**config.mk**
```make
export PLATFORM = sky130hd
export DESIGN_NAME = i_burst_read_responder
export DESIGN_NICKNAME = d
export VERILOG_FILES = /design/src/rtl/axi_lite_pkg.sv /design/src/rtl/i_burst_read_responder_skid_buf.sv /design/src/rtl/i_burst_read_responder.sv
export SDC_FILE = /design/constraint.sdc
export NUM_CORES = 1
export LEC_CHECK = 0
export BUFFER_PORTS_ARGS = -buffer_cell sky130_fd_sc_hd__buf_2
export CAP_MARGIN = 15
export CORE_UTILIZATION = 54
export CTS_CLUSTER_DIAMETER = 200
export DETAILED_ROUTE_END_ITERATION = 8
export PLACE_DENSITY = 0.8
export SLEW_MARGIN = 10
export SYNTH_ARGS = -nofsm -noshare
export SYNTH_HDL_FRONTEND = slang
export SYNTH_SLANG_ARGS = --single-unit
```
**constraint.sdc**
```tcl
create_clock -name clk -period 3.2 [get_ports clk]
set_input_delay 0.16 -clock clk [delete_from_list [all_inputs] [get_ports clk]]
set_output_delay 0.16 -clock clk [all_outputs]
set_load 0.02 [all_outputs]
```
**src/rtl/axi_lite_pkg.sv**
```systemverilog
// axi_lite_pkg: shared types for the icache read-burst responder
// Burst-length and beat-count types, ARSIZE codes, responder FSM states.
package axi_lite_pkg;
    typedef logic [7:0] burst_len_t;
    typedef logic [8:0] beat_cnt_t;
    localparam logic [2:0] ARSIZE_1B = 3'd0;
    localparam logic [2:0] ARSIZE_2B = 3'd1;
    localparam logic [2:0] ARSIZE_4B = 3'd2;
    typedef enum logic [1:0] {IDLE, WAIT, BURST} resp_state_e;
    function automatic beat_cnt_t beats_of(input burst_len_t len);
        return beat_cnt_t'(len) + 9'd1;
    endfunction
endpackage

```
**src/rtl/i_burst_read_responder_skid_buf.sv**
```systemverilog
// burst_skid_buf: 2-entry beat buffer with bypass, ordered head/tail storage
// Ports: clk, rst; in_valid/in_data (beat arriving from SRAM, no backpressure,
// caller guarantees space); out_valid/out_ready/out_data; count = stored beats.
module burst_skid_buf #(
    parameter int W = 33
) (
    input  logic         clk,
    input  logic         rst,
    input  logic         in_valid,
    input  logic [W-1:0] in_data,
    output logic         out_valid,
    input  logic         out_ready,
    output logic [W-1:0] out_data,
    output logic [1:0]   count
);
    logic [W-1:0] head_q, head_d, tail_q, tail_d;
    logic         head_v_q, head_v_d, tail_v_q, tail_v_d;
    logic         pop;
    // An arriving beat is presented straight away when nothing is stored,
    // so the first beat leaves one cycle after its SRAM read.
    assign out_valid = head_v_q | in_valid;
    assign out_data  = head_v_q ? head_q : in_data;
    assign pop       = out_valid & out_ready;
    assign count     = {1'b0, head_v_q} + {1'b0, tail_v_q};
    always_comb begin
        head_d   = head_q;
        head_v_d = head_v_q;
        tail_d   = tail_q;
        tail_v_d = tail_v_q;
        if (pop && head_v_q) begin
            head_d   = tail_q;
            head_v_d = tail_v_q;
            tail_v_d = 1'b0;
        end
        if (in_valid && !(pop && !head_v_q)) begin
            if (!head_v_d) begin
                head_d   = in_data;
                head_v_d = 1'b1;
            end else begin
                tail_d   = in_data;
                tail_v_d = 1'b1;
            end
        end
    end
    always_ff @(posedge clk) begin
        if (rst) begin
            head_q   <= '0;
            tail_q   <= '0;
            head_v_q <= 1'b0;
            tail_v_q <= 1'b0;
        end else begin
            head_q   <= head_d;
            tail_q   <= tail_d;
            head_v_q <= head_v_d;
            tail_v_q <= tail_v_d;
        end
    end
endmodule

```
**src/rtl/i_burst_read_responder.sv**
```systemverilog
// i_burst_read_responder: INCR read-burst slave fetching words from a sync-read SRAM
// Ports: clk, rst (sync, active-high); AR channel araddr/arlen/arsize/arvalid/arready;
// R channel rdata/rlast/rvalid/rready; SRAM port mem_en/mem_addr/mem_rdata (1-cycle read).
module i_burst_read_responder
    import axi_lite_pkg::*;
#(
    parameter int ADDR_W    = 12,
    parameter int FIRST_LAT = 0
) (
    input  logic              clk,
    input  logic              rst,
    input  logic [31:0]       araddr,
    input  logic [7:0]        arlen,
    input  logic [2:0]        arsize,
    input  logic              arvalid,
    output logic              arready,
    output logic [31:0]       rdata,
    output logic              rlast,
    output logic              rvalid,
    input  logic              rready,
    output logic              mem_en,
    output logic [ADDR_W-1:0] mem_addr,
    input  logic [31:0]       mem_rdata
);
    resp_state_e       state_q, state_d;
    logic [3:0]        wait_q, wait_d;
    logic [ADDR_W-1:0] ptr_q, ptr_d;
    beat_cnt_t         issued_q, issued_d, total_q, total_d;
    logic              inflight_q, inflight_d, last_q, last_d;
    logic              buf_valid, buf_last, r_hs;
    logic [31:0]       buf_data;
    logic [1:0]        buf_cnt, occ;
    logic              unused;
    assign unused = ^{arsize, araddr[1:0], araddr[31:ADDR_W+2]};
    burst_skid_buf #(.W(33)) u_buf (
        .clk       (clk),
        .rst       (rst),
        .in_valid  (inflight_q),
        .in_data   ({last_q, mem_rdata}),
        .out_valid (buf_valid),
        .out_ready (rready),
        .out_data  ({buf_last, buf_data}),
        .count     (buf_cnt)
    );
    assign rvalid   = buf_valid & ~rst;
    assign rdata    = rvalid ? buf_data : '0;
    assign rlast    = rvalid & buf_last;
    assign r_hs     = rvalid & rready;
    assign arready  = state_q == IDLE;
    assign mem_addr = ptr_q;
    // Credit: beats read but not yet accepted, after this cycle's handshake.
    assign occ      = buf_cnt + {1'b0, inflight_q} - {1'b0, r_hs};
    assign mem_en   = !rst && state_q == BURST && issued_q != total_q && occ < 2'd2;
    always_comb begin
        state_d    = state_q;
        wait_d     = wait_q;
        ptr_d      = ptr_q;
        issued_d   = issued_q;
        total_d    = total_q;
        inflight_d = mem_en;
        last_d     = mem_en && issued_q == total_q - 9'd1;
        case (state_q)
            IDLE: if (arvalid) begin
                ptr_d    = araddr[ADDR_W+1:2];
                total_d  = beats_of(arlen);
                issued_d = '0;
                wait_d   = 4'(FIRST_LAT - 1);
                state_d  = (FIRST_LAT > 0) ? WAIT : BURST;
            end
            WAIT: begin
                wait_d  = wait_q - 4'd1;
                state_d = (wait_q == 4'd0) ? BURST : WAIT;
            end
            BURST: begin
                ptr_d    = mem_en ? ptr_q + 1'b1 : ptr_q;
                issued_d = mem_en ? issued_q + 9'd1 : issued_q;
                state_d  = (r_hs && rlast) ? IDLE : BURST;
            end
            default: state_d = IDLE;
        endcase
    end
    always_ff @(posedge clk) begin
        if (rst) begin
            state_q    <= IDLE;
            wait_q     <= '0;
            ptr_q      <= '0;
            issued_q   <= '0;
            total_q    <= '0;
            inflight_q <= 1'b0;
            last_q     <= 1'b0;
        end else begin
            state_q    <= state_d;
            wait_q     <= wait_d;
            ptr_q      <= ptr_d;
            issued_q   <= issued_d;
            total_q    <= total_d;
            inflight_q <= inflight_d;
            last_q     <= last_d;
        end
    end
endmodule

```
==> impl_metrics.tcl <==
set metrics [dict create \
    status "finished, final reports clean" \
    drtAntennaViolNets 0 \
    fp.dieW_um 103 \
    drt_iter0_drc 338 \
    yosys-top-cells-area "dfxtp_1, nand2_1, mux2i_1, nor2_1, a311oi_1" \
    core_um2 9860 \
    slew_headroom_pct 28.0 \
    synth_cells 718 \
    post_cts_resize_count 0 \
    worst_slew_pin_slew_ns 1.08 \
    grt_first_pass_wirelength_um 21900 \
    setup_tns_ns 0 \
    met1_usage_pct 32.5 \
    post-route-min-period_ns 2.82 \
    timing.rr.start "inflight_q" \
    cp_max_fo 14 \
    leakagePower_nw 2.40 \
    synth_top_area_share_pct 38.4 \
    synth_area_leader_cell "dfxtp_1" \
    start_kind "flop" \
    postCtsSetupBuffers 0 \
    insertion_delay_ns 0.37 \
    h-tree-depth 3 \
    async_flop_share_pct 0 \
    reg2reg_depth 12 \
    nNetsFinal 870 \
    period_share_pct 88.3 \
    finalNonFillerCells 921 \
    cts_root_buf "clkbuf_8" \
    use_met2_pct 44.1 \
    cap_violations 0 \
    ios 127 \
    ys_ff_latch 106 \
    multi_input_area_um2 3130 \
    cts-hold-fix-buffers 1 \
    rrSetupSlack_ns 0.38 \
    rsz0062_at_grt "no" \
    num_antenna_cells 0 \
    worstHoldPathType "input pin to flop" \
    cts_tree "done" \
    ys_seq_area_share_pct 38.4 \
    die_h_um 103 \
    grt_max_degree 102 \
    crit_arrival_ns 3.12 \
    max_freq_mhz 354 \
    hold_slack_ns 0.0388 \
    pwr-share-clk_pct 30.3 \
    fill_cells 854 \
    clk_pin_slew_ns 0.10 \
    regArea_um2 2130 \
    r2r_end "issued_q[8]" \
    drc 0 \
    start_util_pct 56.1 \
    fin_util_pct 63.4 \
    finalHoldViolCount 0 \
    crit_start "inflight_q" \
    p_total_mw 2.71 \
    cts_buffer_depth 2 \
    synth_common_cells "nand2_1, dfxtp_1, nor2_1" \
    hpwl_um 8620 \
    endpoint "issued_q[8]" \
    fp-row-count 36 \
    layout-drive-gt1-share_pct 17.8 \
    setup_violations 0 \
    cp.required_ns 3.50 \
    finClkSkew_ns 0.0157 \
    critPathKind "flop to flop" \
    synth_edf_count 0 \
    synth_cell_types 50 \
    wire_per_inst_um 14.5 \
    vias 5347 \
    grt_util_met3_pct 5.17 \
    syn_nets 804 \
    powerDensity_nw_per_um2 432 \
    p_int_mw 1.91 \
    cts_sinks 106 \
    synthFlopType "dfxtp_1" \
    port_buffers 103 \
    grtUsageTotal_pct 25.7 \
    grt_pass1_vias 4857 \
    drv_slew 0 \
    place.gp.congestion 0.857 \
    dp_cells 905 \
    yosysMostFrequentCell "nand2_1" \
    die_area_um2 10600 \
    cts_buffers 9 \
    power_switching_mw 0.799 \
    ir_worst_vdd_v 0.000226 \
    antenna_found_initial 1 \
    cp-end-kind "flop" \
    syn_area_um2 5530 \
    drtPass1Iterations 4 \
    grt.busiest_layer "met2" \
    avgSynthCellArea_um2 7.70 \
    overflow 0 \
    pwr-share-comb_pct 16.9 \
    switching_share_pct 29.5 \
    wirelength_um 13400 \
    pwr-share-seq_pct 52.8 \
    synth_warnings 0 \
    area_growth_pct 13.2 \
    viasPerCell 5.81 \
]
## critical path, stage by stage (launching register included)
cell and delay [ns]:
dfxtp_1 0.46, nor2_1 0.08, or2_2 0.29, nor2_1 0.12
ha_1 0.24, inv_1 0.06, ha_1 0.21, a21oi_1 0.17
mux2i_1 0.13, nand2_1 0.14, nand2_2 0.19, or4_1 0.54
a21oi_1 0.15
## per-stage QoR
step                      worst slack [ns]  instance area, µm²
after floorplan                      0.238                5530
after global placement               0.511                6060
after detailed placement             0.379                6060
after CTS                            0.376                6260
after global routing                 0.114                6260
final                                0.375                6260
## power by group through the flow
| stage | Sequential, mW | Combinational (mW) | Clock (mW) |
|---|---|---|---|
| after floorplan | 1.46 | 0.316 | 0 |
| after global placement | 1.45 | 0.439 | 0 |
| after detailed placement | 1.46 | 0.456 | 0 |
| after CTS | 1.43 | 0.458 | 0.836 |
| after global routing | 1.44 | 0.507 | 0.892 |
| final | 1.43 | 0.458 | 0.819 |
## cell type report
cell class | count | area share, %
Timing Repair Buffer | 113 | 9.72
Clock buffer | 9 | 1.98
Inverter | 9 | 0.540
Tap cell | 133 | 2.66
Clock inverter | 6 | 1.08
Sequential cell | 106 | 34.0
Multi-Input combinational cell | 545 | 50.0
## state kept, by name, indices dropped and copies added (netlist names)
signal / count
inflight_q: 1
issued_q: 9
last_q: 1
mem_addr: 12
state_q: 2
total_q: 9
u_buf.head_q: 33
u_buf.head_v_q: 1
u_buf.tail_q: 33
u_buf.tail_v_q: 1
wait_q: 4
## kinds of logic after synthesis
| group | after synthesis | share of synthesized area, % |
|---|---|---|
| AND/OR/NAND/NOR | 330 | 26.5 |
| flip-flops | 106 | 38.4 |
| buffers and inverters | 67 | 5.25 |
| multiplexers | 39 | 7.06 |
| adder cells (fa/ha/maj) | 7 | 1.58 |
| XOR/XNOR | 25 | 3.96 |
| AO/OA/AOI/OAI | 144 | 17.2 |
## routing by layer
| metal | up-vias | wire length [µm] |
|---|---|---|
| met1 | 2510 | 6020 |
| met3 | 24 | 657 |
| met2 | 168 | 6490 |
| met5 | - | 13 |
| met4 | 2 | 198 |
| li1 | 2643 | - |
## how the worst min path moves through the flow
stage / cells past startpoint / from / slack [ns] / end
2_1_floorplan: 1 / arlen[0] / 0.26 / total_q[0]
3_3_place_gp: 2 / arlen[0] / 0.38 / total_q[0]
3_5_place_dp: 2 / arlen[0] / 0.38 / total_q[0]
4_1_cts: 3 / mem_rdata[13] / 0.03 / u_buf.tail_q[13]
5_1_grt: 3 / mem_rdata[22] / 0.03 / u_buf.tail_q[22]
6_report: 3 / mem_rdata[8] / 0.04 / u_buf.tail_q[8]
## cells in the final DEF (no fill, tap or decap), types with 11 or more instances in the layout
master / netlist / routed
buf_2: 13 / 102
dfxtp_1: 106 / 105
nand2_1: 137 / 137
a211oi_1: 11 / 11
nand3_1: 46 / 46
xor2_1: 13 / 13
xnor2_1: 12 / 12
a311oi_1: 34 / 34
nor2_1: 101 / 101
o21ai_0: 15 / 15
a21oi_1: 56 / 55
mux2i_1: 39 / 39
Note: power is estimated with default switching activity, not from simulation.
